<file path="src/rtl/vga_pkg.sv">
// Shared types and default 640x480@60 timing for the VGA scanout path.
package vga_pkg;

  typedef struct packed {
    logic [3:0] r;
    logic [3:0] g;
    logic [3:0] b;
  } vga_color_t;

  typedef enum logic [1:0] {ACTIVE, FP, SYNC, BP} vga_phase_t;

  localparam int DEF_H_ACTIVE    = 640;
  localparam int DEF_H_FP        = 16;
  localparam int DEF_H_SYNC      = 96;
  localparam int DEF_H_BP        = 48;
  localparam int DEF_V_ACTIVE    = 480;
  localparam int DEF_V_FP        = 10;
  localparam int DEF_V_SYNC      = 2;
  localparam int DEF_V_BP        = 33;
  localparam int DEF_SCALE_SHIFT = 2;
  localparam int DEF_RD_LATENCY  = 1;

  localparam bit DEF_SYNC_ACTIVE_LOW = 1'b1;

  localparam int CNT_W = 10;

endpackage

</file>
<file path="src/rtl/vga_axis_counter.sv">
// One raster axis: wrapping position counter with an ACTIVE/FP/SYNC/BP phase FSM.
module vga_axis_counter
  import vga_pkg::*;
#(
  parameter int ACT_LEN  = DEF_H_ACTIVE,
  parameter int FP_LEN   = DEF_H_FP,
  parameter int SYNC_LEN = DEF_H_SYNC,
  parameter int BP_LEN   = DEF_H_BP,
  parameter bit SYNC_ON  = 1'b0
) (
  input  logic             clk,
  input  logic             rst,
  input  logic             en,
  output logic [CNT_W-1:0] count,
  output vga_phase_t       phase,
  output logic             sync,
  output logic             wrap
);

  localparam int FP_END   = ACT_LEN + FP_LEN;
  localparam int SYNC_END = FP_END + SYNC_LEN;
  localparam int TOTAL    = SYNC_END + BP_LEN;

  logic [CNT_W-1:0] count_next;
  vga_phase_t       phase_next;

  always_ff @(posedge clk) begin
    if (rst) begin
      count <= '0;
      phase <= ACTIVE;
    end else begin
      count <= count_next;
      phase <= phase_next;
    end
  end

  // Phase only changes on the last count of the current interval.
  always_comb begin
    count_next = count;
    phase_next = phase;
    wrap       = 1'b0;
    if (en) begin
      count_next = count + CNT_W'(1);
      unique case (phase)
        ACTIVE: if (count == CNT_W'(ACT_LEN - 1))  phase_next = FP;
        FP:     if (count == CNT_W'(FP_END - 1))   phase_next = SYNC;
        SYNC:   if (count == CNT_W'(SYNC_END - 1)) phase_next = BP;
        BP: begin
          if (count == CNT_W'(TOTAL - 1)) begin
            count_next = '0;
            phase_next = ACTIVE;
            wrap       = 1'b1;
          end
        end
      endcase
    end
  end

  assign sync = (phase == SYNC) ? SYNC_ON : !SYNC_ON;

endmodule

</file>
<file path="src/rtl/vga_scanout.sv">
// VGA raster timing, frame-memory addressing and pin alignment.
// Optional built-in colour-bar source enabled by defining VGA_TESTPATTERN_EN.
module vga_scanout
  import vga_pkg::*;
#(
  parameter int H_ACTIVE        = DEF_H_ACTIVE,
  parameter int H_FP            = DEF_H_FP,
  parameter int H_SYNC          = DEF_H_SYNC,
  parameter int H_BP            = DEF_H_BP,
  parameter int V_ACTIVE        = DEF_V_ACTIVE,
  parameter int V_FP            = DEF_V_FP,
  parameter int V_SYNC          = DEF_V_SYNC,
  parameter int V_BP            = DEF_V_BP,
  parameter int SCALE_SHIFT     = DEF_SCALE_SHIFT,
  parameter int RD_LATENCY      = DEF_RD_LATENCY,
  parameter bit SYNC_ACTIVE_LOW = DEF_SYNC_ACTIVE_LOW
) (
  input  logic       i_clk,
  input  logic       i_reset,
  input  vga_color_t i_color,
  input  logic       i_test_mode,
  output logic [7:0] o_pxlX,
  output logic [7:0] o_pxlY,
  output vga_color_t o_color,
  output logic       o_hsync,
  output logic       o_vsync,
  output logic       o_de,
  output logic       o_frame_start,
  output logic       o_vblank
);

  localparam int H_TOTAL  = H_ACTIVE + H_FP + H_SYNC + H_BP;
  localparam int V_TOTAL  = V_ACTIVE + V_FP + V_SYNC + V_BP;
  localparam int PIPE_LEN = RD_LATENCY + 2;
  localparam bit SYNC_ON  = !SYNC_ACTIVE_LOW;

  if (((H_ACTIVE >> SCALE_SHIFT) > 256) || ((V_ACTIVE >> SCALE_SHIFT) > 256) ||
      (H_FP == 0) || (H_SYNC == 0) || (H_BP == 0) ||
      (V_FP == 0) || (V_SYNC == 0) || (V_BP == 0) ||
      (RD_LATENCY < 1) || (H_TOTAL > 1024) || (V_TOTAL > 1024)) begin : g_bad_params
    $fatal(1, "vga_scanout: unsupported timing parameters");
  end

  logic [CNT_W-1:0]    h_cnt, v_cnt;
  vga_phase_t          h_phase, v_phase;
  logic                h_sync, v_sync, h_wrap, v_wrap;
  logic                de_p0;
  logic [PIPE_LEN-1:0] de_sr, hs_sr, vs_sr;
  logic                at_origin;
  vga_color_t          color_src;

  // Stage 0: raster counters
  vga_axis_counter #(
    .ACT_LEN(H_ACTIVE), .FP_LEN(H_FP), .SYNC_LEN(H_SYNC), .BP_LEN(H_BP), .SYNC_ON(SYNC_ON)
  ) u_hcnt (
    .clk(i_clk), .rst(i_reset), .en(1'b1),
    .count(h_cnt), .phase(h_phase), .sync(h_sync), .wrap(h_wrap)
  );

  vga_axis_counter #(
    .ACT_LEN(V_ACTIVE), .FP_LEN(V_FP), .SYNC_LEN(V_SYNC), .BP_LEN(V_BP), .SYNC_ON(SYNC_ON)
  ) u_vcnt (
    .clk(i_clk), .rst(i_reset), .en(h_wrap),
    .count(v_cnt), .phase(v_phase), .sync(v_sync), .wrap(v_wrap)
  );

  assign de_p0    = (h_phase == ACTIVE) && (v_phase == ACTIVE);
  assign o_vblank = (v_cnt >= CNT_W'(V_ACTIVE));

  // Stage 1 addresses memory; pin stage samples i_color RD_LATENCY later.
  // de_sr[PIPE_LEN-2] is the enable that lines up with the returned colour.
  always_ff @(posedge i_clk) begin
    if (i_reset) begin
      o_pxlX        <= '0;
      o_pxlY        <= '0;
      de_sr         <= '0;
      hs_sr         <= {PIPE_LEN{!SYNC_ON}};
      vs_sr         <= {PIPE_LEN{!SYNC_ON}};
      o_color       <= '0;
      at_origin     <= 1'b1;
      o_frame_start <= 1'b0;
    end else begin
      o_pxlX        <= de_p0 ? 8'(h_cnt >> SCALE_SHIFT) : 8'd0;
      o_pxlY        <= de_p0 ? 8'(v_cnt >> SCALE_SHIFT) : 8'd0;
      de_sr         <= {de_sr[PIPE_LEN-2:0], de_p0};
      hs_sr         <= {hs_sr[PIPE_LEN-2:0], h_sync};
      vs_sr         <= {vs_sr[PIPE_LEN-2:0], v_sync};
      o_color       <= de_sr[PIPE_LEN-2] ? color_src : '0;
      at_origin     <= v_wrap;
      o_frame_start <= at_origin;
    end
  end

  assign o_de    = de_sr[PIPE_LEN-1];
  assign o_hsync = hs_sr[PIPE_LEN-1];
  assign o_vsync = vs_sr[PIPE_LEN-1];

`ifdef VGA_TESTPATTERN_EN
  localparam int X_SPAN = H_ACTIVE >> SCALE_SHIFT;

  logic [7:0] x_dly [RD_LATENCY];

  function automatic vga_color_t bar_color(input logic [10:0] bar);
    case (bar)
      11'd0:   bar_color = vga_color_t'(12'hFFF);
      11'd1:   bar_color = vga_color_t'(12'hFF0);
      11'd2:   bar_color = vga_color_t'(12'h0FF);
      11'd3:   bar_color = vga_color_t'(12'h0F0);
      11'd4:   bar_color = vga_color_t'(12'hF0F);
      11'd5:   bar_color = vga_color_t'(12'hF00);
      11'd6:   bar_color = vga_color_t'(12'h00F);
      default: bar_color = vga_color_t'(12'h000);
    endcase
  endfunction

  // X delayed to match the memory read so the bars line up with de.
  always_ff @(posedge i_clk) begin
    if (i_reset) begin
      for (int i = 0; i < RD_LATENCY; i++) x_dly[i] <= '0;
    end else begin
      x_dly[0] <= o_pxlX;
      for (int i = 1; i < RD_LATENCY; i++) x_dly[i] <= x_dly[i-1];
    end
  end

  assign color_src = i_test_mode ?
    bar_color({x_dly[RD_LATENCY-1], 3'b000} / 11'(X_SPAN)) : i_color;
`else
  logic unused_test_mode;
  assign unused_test_mode = i_test_mode;
  assign color_src        = i_color;
`endif

endmodule

</file>
<file path="config.mk">
export PLATFORM = sky130hd
export DESIGN_NAME = vga_scanout
export DESIGN_NICKNAME = d
export VERILOG_FILES = /design/src/rtl/vga_pkg.sv /design/src/rtl/vga_axis_counter.sv /design/src/rtl/vga_scanout.sv
export SDC_FILE = /design/constraint.sdc
export NUM_CORES = 1
export LEC_CHECK = 0
export ABC_AREA = 1
export CAP_MARGIN = 25
export CORE_MARGIN = 8
export CORE_UTILIZATION = 30
export DETAILED_ROUTE_END_ITERATION = 7
export PLACE_DENSITY_LB_ADDON = 0.15
export SLEW_MARGIN = 10
export SYNTH_ARGS = -nofsm -noshare
export SYNTH_HDL_FRONTEND = slang
export SYNTH_SLANG_ARGS = --single-unit
</file>
<file path="constraint.sdc">
create_clock -name i_clk -period 3.95 [get_ports i_clk]
set_input_delay 0.79 -clock i_clk [delete_from_list [all_inputs] [get_ports i_clk]]
set_output_delay 0.79 -clock i_clk [all_outputs]
set_load 0.05 [all_outputs]
</file>
; ---- Word level (Yosys, flattened, before mapping)
; Index checks and enable logic that the tools add are counted.
[word_totals]
regBits = 63
input_bits = 15
output_inout_bits = 33
[classes]
reduce_logical = 7
eq_ne = 22
mux = 21
magnitude_cmp = 1
addsub = 2
bitwise_logic = 2
[ops]
columns = op, count
row1 = $eq 10x10->1 const B, 5
row2 = $mux 10, 4
row3 = $eq 10x9->1 const B, 3
row4 = $add 10x1->10 const B, 2
row5 = $mux 2, 8
row6 = $ne 2x1->1 const B, 8
row7 = $pmux 2 s4, 2
row8 = $ge 10x9->1 const B, 1
row9 = $eq 2x2->1 const B, 4
row10 = $mux 1, 7
row11 = $reduce_and 5->1, 1
row12 = $eq 2x1->1 const B, 2
row13 = $logic_not 2->1, 2
row14 = $reduce_and 4->1, 1
row15 = $reduce_or 2->1, 2
row16 = $not 1->1, 2
row17 = $logic_and 1x1->1, 1

; ---- Logic depth before layout (Yosys ltp)
; Gate-level depths: netlist (run 1).
[depth]
depth_word = 4
ltp_mapped = 11

; ---- Modules after synthesis
; Synthesis (run 1) repeated with hierarchy kept, for this count alone.
[unflattened]
cells_unflattened = 337
hier_area_um2 = 2708.8
[modules_own_cells]
columns = mod, instances, seq_area_each_um2, cells_each, area_each_um2
row1 = vga_scanout, 1, 780.7, 120, 1176.1
row2 = vga_axis_counter (u_vcnt), 1, 240.2, 113, 790.8
row3 = vga_axis_counter (u_hcnt), 1, 240.2, 104, 742.0

; ---- Worst setup path before layout (run 1)
; OpenSTA, ideal clock, no wires.
[synth_timing]
path_kind = flip-flop to output port
start = reg u_vcnt.count[5]
end = out o_vblank
arrival_ps = 1689
t_required_ps = 3160
stages_incl_launch_ff = 3
slack_ps = 1471
path_cell_list = dfxtp_1 > inv_1 > o31ai_1
[synth_via]
elab_chain_len = 1
[synth_rtl]
columns = item, line
row1 = "start, declared", vga_axis_counter.sv:14  ; output logic [CNT_W-1:0] count,
row2 = "start signal, assigned", vga_axis_counter.sv:32  ; count <= count_next;
row3 = $ge 10x9->1, vga_scanout.sv:68  ; assign o_vblank = (v_cnt >= CNT_W'(V_ACTIVE));
row4 = "end, declared", vga_scanout.sv:29  ; output logic o_vblank
; No other way between the ends.

; ---- Final worst setup path (run 1)
; Same ends and word-level chain as after synthesis.

==> results of run 1 <==
[sequential cells by signal (all words and copies together) (netlist names)]
register,count
u_hcnt.count,10
de_sr,3
o_frame_start,1
vs_sr,3
o_pxlX,8
u_vcnt.count,10
hs_sr,3
u_hcnt.phase,2
at_origin,1
u_vcnt.phase,2
o_color,12
o_pxlY,8
[cells in the final DEF (no fill, tap or decap), drive strengths merged, types with 2 or more instances in the layout]
cell	count
xor2	5
dfxtp	63
nand2	63
clkbuf	12
nor3	6
clkdlybuf4s50	46
nand4	6
a21oi	10
ha	12
o21ai	2
nor2	79
or2	5
nand3	13
o22ai	2
inv	56
[report_power, final]
| group | switching, mW | internal, mW | leakage (nW) |
|---|---|---|---|
| clock | 0.243 | 0.322 | 0.0985 |
| sequential | 0.00311 | 0.644 | 0.510 |
| combinational | 0.0367 | 0.0242 | 0.723 |
| total | 0.283 | 0.989 | 1.33 |
[layout make-up]
cell class                      instances  area share
Multi-Input combinational cell        205       0.313
Timing Repair Buffer                   46       0.140
Sequential cell                        63       0.383
Clock buffer                           12      0.0471
Clock inverter                          3      0.0129
Inverter                               56      0.0638
Tap cell                              105      0.0399
[kinds of logic after synthesis]
logic type,Yosys count,share of synthesized area
adder cells (fa/ha/maj),12,0.0594
buffers and inverters,60,0.0921
XOR/XNOR,5,0.0173
AO/OA/AOI/OAI,15,0.0317
AND/OR/NAND/NOR,173,0.300
flip-flops,63,0.499
[worst min-delay path: cells and delay by family, from the launching register on]
family | cells | cell delay [ps]
flops | 1 | 300
buf+inv | 1 | 40
simple gates | 1 | 30
[routing by layer]
layer | GRT usage | wire length, microns | share of wire | up-vias
met5 | 0 | 0 | 0 | -
met4 | 0.0585 | 76 | 0.014 | 0
met3 | 0.0365 | 293 | 0.055 | 6
met2 | 0.143 | 2220 | 0.42 | 43
met1 | 0.129 | 2750 | 0.51 | 895
li1 | - | - | - | 1092
[how the worst min path moves through the flow]
stage                          from            end  slack (ps)  cells after the start
after floorplan            de_sr[0]       de_sr[1]         390                      2
after global placement     de_sr[0]       de_sr[1]         390                      2
after detailed placement   hs_sr[1]       hs_sr[2]         390                      1
after CTS                 at_origin  o_frame_start         400                      2
after global routing       hs_sr[0]       hs_sr[1]         420                      1
final                     at_origin  o_frame_start         400                      2
[through the flow]
stage | total power [mW] | hold slack (ps)
2_1_floorplan | 0.695 | 388
3_3_place_gp | 0.723 | 391
3_5_place_dp | 0.724 | 393
4_1_cts | 1.30 | 405
5_1_grt | 1.33 | 417
6_report | 1.27 | 402
==> summary.md, run 1 <==
| Metric | Value |
|---|---|
| Worst r2r path cells | 8 |
| CP Data Arrival Time | 2000 ps |
| Num Clock Sinks | between 60 and 70 |
| Register Area | ~0.0013 sq mm |
| WS Path Type | flip-flop to output port |
| Util after Layout | 0.403 |
| Post-route DRC | 0 |
| Placed cells | 475 |
| DIE AREA | 0.0116 sq mm |
| Post-CTS setup buffers | 0 |
| WP data required | 3160 ps |
| RR Endpoint | u_vcnt.count[2] |
| CTS clk-pin slew, worst paths | approximately 70 ps |
| Setup WS pre-CTS | 1170 ps |
| Core box area | 0.00818 sq mm |
| Total power divided by cell area | between 300 and 400 mW/mm^2 |
| Drt total wl | 5.34 mm |
| Seq/Total Area, Yosys | 0.499 |
| Maximum VDD drop | 0.172 mV |
| Clock skew | 5.13 ps |
| Fraction of layout cells with a size suffix above 1 | 0.0857 |
| Fin crit period | approximately 2800 ps |
| Routed via count | around 2000 |
| Antenna Nets Post-Route | 0 |
| #FFs+latches synth | 63 |
| Synth warnings | 0 |
| Static Leak | approximately 1.3 nW |
| # setup viols final | 0 |
| Slowest cell on the critical path | clkdlybuf4s50_1 |
| Largest net degree at the start of global routing | 18 |
| WL/cell | 10.9 microns |
| Crit-path cells | inv_1, o31ai_1, clkdlybuf4s50_1 |
| Detailed placement HPWL | ~3.9 mm |
| Cell variety after synth | 26 |
| Area grow syn2layout | 30.4% |
| Share of flip-flops with an asynchronous set or reset | 0 |
| Setup crit start kind | flip-flop |
| Max-cap viol count | 0 |
| Synth top area cells | dfxtp_1 50%, nor2_1 11%, nand2_1 8.8% |
| Latest clock arrival within the worst-skew pair | 340 ps |
| CTS max path bufs | 2 |
| Cts repair resizes | 0 |
| Syn_area_per_cell | 7.70 sq um |
| Row count | 33 |
| First-pass iteration count of the detailed router | 4 |
| Max-slew violation count | 0 |
| Syn Nets | 355 |
| Setup TNS | 0 ps |
| Synth area leader | dfxtp_1 |
| Routed vias/inst | 4.16 |
| CP peak stage delay | ~850 ps |
| CP delay by family, top | buffers and inverters |
| Nets | 408 |
| WP buf/inv | 2 |
| CTS tree | yes |
| Area share of the largest cell type after synthesis | 0.499 |
| Fill count | 880 |
| Synth Flop Type | dfxtp_1 |
| Setup ws final | between 1000 and 1500 ps |
| Port bufs | 46 |
| Critical path peak fanout | 6 |
| Area of the multi-input gates | 0.00103 sq mm |
| End of the critical path | o_vblank |
| Die X | between 100 and 150 microns |
| Worst Tran Pin Value | 748 ps |
| Inserted Diodes | 0 |
| Post-route cell area | 0.00329 sq mm |
| Area post-placement | 0.00310 sq mm |
| Initial Util | 0.309 |
| Root Driver | clkbuf_8 |
| Post-synth top cells | 74 x nor2_1, 63 x dfxtp_1, 59 x nand2_1, 54 x inv_1 |
| Total GRT Usage | 0.101 |
| Setup slack, reg-to-reg | 1930 ps |
| Fmax achieved | about 0.36 GHz |
| Depth of the CTS H-tree | 3 |
| Final instance count without filler cells | 490 |
| Status | finished, final reports clean |
| Total CTS buffers | 9 |
| Most numerous cell in the Yosys netlist | nor2_1 |
| Crit. path cell count | 3 |
| Vias in the first global route | 1906 |
| Die H | 108 microns |
| Final Hold Viols | 0 |
| Starting DRC count in detailed routing | 128 |
| Slew margin rel. | 0.500 |
| Grt ovf | 0 |
| RSZ-0062 raised after global routing | no |
| Post-Syn Instances | approximately 330 |
| Initial antenna violation count | 0 |
| Global-route wire length before repair | around 9 mm |
| Worst setup startpoint | u_vcnt.count[5] |
| Netlist Area Pre-Place | 0.00253 sq mm |
| EDFF count, synth | 0 |
| Reg2Reg Launch Point | u_hcnt.count[0] |
| I/O pin cnt | 48 |
| Fin crit share | 0.707 |
| Hold Buf Count CTS | 0 |
| Hold WC Path Type | flip-flop to flip-flop |
| Placer's final routability congestion estimate | 0.827 |
| Setup crit end kind | output port |
Power figures use the tool's default switching activity.
==> run 2: changes to the inputs <==
- clock period: 3.95 -> 2.4 ns (I/O delays scaled with it)
==> run 2 against run 1 <==
  * Sequential share of layout area down 0.52 points
  * Setup slack worse by 700 ps
  * Critical path depth down 2
  * Non-clock buffer count up 3
  * Global-route usage down 0.20 points
  * Cell count up 0.82%
  * Flip-flop and latch count unchanged
  * Final area up 1.4%
==> summary.md, run 2 (same netlist as run 1, synthesis figures left out) <==
| Metric | Value |
|---|---|
| Largest register by flop count | o_color |
| Drt total wl | between 5 and 6 mm |
| Routed vias/inst | 4.14 |
| Slowest cell on the critical path | clkdlybuf4s50_1 |
| Num Clock Sinks | 63 |
| Worst r2r path cells | 10 |
| Antenna Nets Post-Route | 0 |
| Post-CTS setup buffers | 0 |
| Starting DRC count in detailed routing | 110 |
| WL/cell | roughly 11 microns |
| Core box area | 0.00818 sq mm |
| Hold worst-path end | de_sr[1] |
| Port bufs | 46 |
| Worst setup startpoint | o_pxlY[7] |
| CP peak stage delay | 820 ps |
| Initial antenna violation count | 0 |
| Crit-path cells | clkdlybuf4s50_1 |
| CTS max path bufs | 2 |
| Fill count | 850 |
| CTS tree | yes |
| CP Data Arrival Time | 1460 ps |
| Status | finished, final reports clean |
| RSZ-0062 raised after global routing | no |
| Fin crit period | 1940 ps |
| I/O pin cnt | 48 |
| Initial Util | 0.309 |
| Largest net degree at the start of global routing | 18 |
| Setup crit start kind | flip-flop |
| Post-route DRC | 0 |
| Max reg flops | 12 |
| Vias in the first global route | roughly 2000 |
| Reg2Reg Launch Point | u_hcnt.count[0] |
| # setup viols final | 0 |
| Grt ovf | 0 |
| Fmax achieved | 0.516 GHz |
| Register Area | around 0.0013 sq mm |
| Latest clock arrival within the worst-skew pair | around 340 ps |
| First-pass iteration count of the detailed router | 4 |
| Commonest non-fill, non-tap cell in the layout | nor2_1 |
| Worst Tran Pin Value | 534 ps |
| Area of the multi-input gates | 0.00103 sq mm |
| Minimum hold slack | ~400 ps |
| Max-cap viol count | 0 |
| Setup TNS | 0 ps |
| Final Hold Viols | 0 |
| WP data required | 1920 ps |
| Slew margin rel. | 0.643 |
| Total power divided by cell area | 658 mW/mm^2 |
| Clock skew | around 12 ps |
| Die H | 108 microns |
| Detailed placement HPWL | 4.05 mm |
| Max-slew violation count | 0 |
| Total CTS buffers | 9 |
| Hold WC Path Type | flip-flop to flip-flop |
| Total GRT Usage | 0.0991 |
| Setup crit end kind | output port |
| Root Driver | clkbuf_8 |
| Row count | 33 |
| Maximum VDD drop | 0.333 mV |
| Routed via count | ~2000 |
| Setup slack, reg-to-reg | 700 ps |
| DIE AREA | 0.0116 sq mm |
| WP buf/inv | 1 |
| Static Leak | 1.36 nW |
| Hold Path Depth | 2 |
| RR Endpoint | u_hcnt.phase[0] |
| Top flop regs | o_color x12, u_hcnt.count x10, u_vcnt.count x10 |
| Fin crit share | 0.807 |
| Cts repair resizes | 0 |
| Critical path peak fanout | 1 |
| HP Start | de_sr[0] |
| Nets | 411 |
| Depth of the CTS H-tree | 3 |
| WS Path Type | flip-flop to output port |
| Global-route wire length before repair | 9.20 mm |
| Most frequent cells in the layout | 74 x nor2_1, 63 x dfxtp_1, 59 x nand2_1 |
| Fraction of layout cells with a size suffix above 1 | 0.0977 |
| Hold Buf Count CTS | 0 |
| Inserted Diodes | 0 |
| Placer's final routability congestion estimate | between 0.8 and 0.9 |
| Area grow syn2layout | 32.1% |
| Power consumption | 2.19 mW |
| CP delay by family, top | buffers and inverters |
| CTS clk-pin slew, worst paths | 70 ps |
| Die X | 108 microns |
run 2: cell count changes in the layout (fill, tap and decap cells not counted):
cell,change
buf_4,+4
bufinv_16,+1
clkbuf_8,-2
clkdlybuf4s50_1,-1
clkinv_2,-1
clkinv_4,+4
clkinvlp_4,-1
run 2: per-stage QoR:
stage          utilization  setup slack [ps]  instance area (sq um)  cells
6_report             0.408               462                   3340    494
5_1_grt              0.408               391                   3340    494
4_1_cts              0.408               431                   3340    494
3_5_place_dp         0.381               636                   3120    478
3_3_place_gp         0.381               637                   3120    478
2_1_floorplan            -               231                   2530    328
run 2: layer usage:
| metal | share of wire | up-vias | global-route usage | wire length (microns) |
|---|---|---|---|---|
| met4 | 0.011 | 0 | 0.0585 | 60 |
| met2 | 0.42 | 48 | 0.152 | 2270 |
| met5 | 0 | - | 0 | 0 |
| met3 | 0.062 | 7 | 0.0281 | 339 |
| li1 | - | 1101 | - | - |
| met1 | 0.51 | 889 | 0.121 | 2790 |
run 2: worst max path at each step:
stage	to	depth (start not counted)
2_1_floorplan	o_vblank	2
3_3_place_gp	u_vcnt.count[2]	6
3_5_place_dp	u_vcnt.count[2]	6
4_1_cts	o_frame_start	1
5_1_grt	o_de	1
6_report	o_pxlY[7]	1
run 2: tightest hold or removal path, delay by kind of cell (launching register included):
family,cells,cell delay (ps)
buffers and inverters,1,40
AND/OR/NAND/NOR,1,30
flip-flops,1,300
run 2: power breakdown:
| part | internal, mW | switching (mW) | leakage [nW] |
|---|---|---|---|
| combinational | 0.0422 | 0.0608 | 0.738 |
| clock | 0.592 | 0.435 | 0.111 |
| sequential | 1.06 | 0.00564 | 0.510 |
run 2: layout make-up:
type	instances	area share
sequential	63	0.378
multi-input combinational	205	0.309
timing repair buffer	49	0.144
inverter	56	0.0630
tap	105	0.0394
clock buffer	10	0.0382
clock inverter	6	0.0285
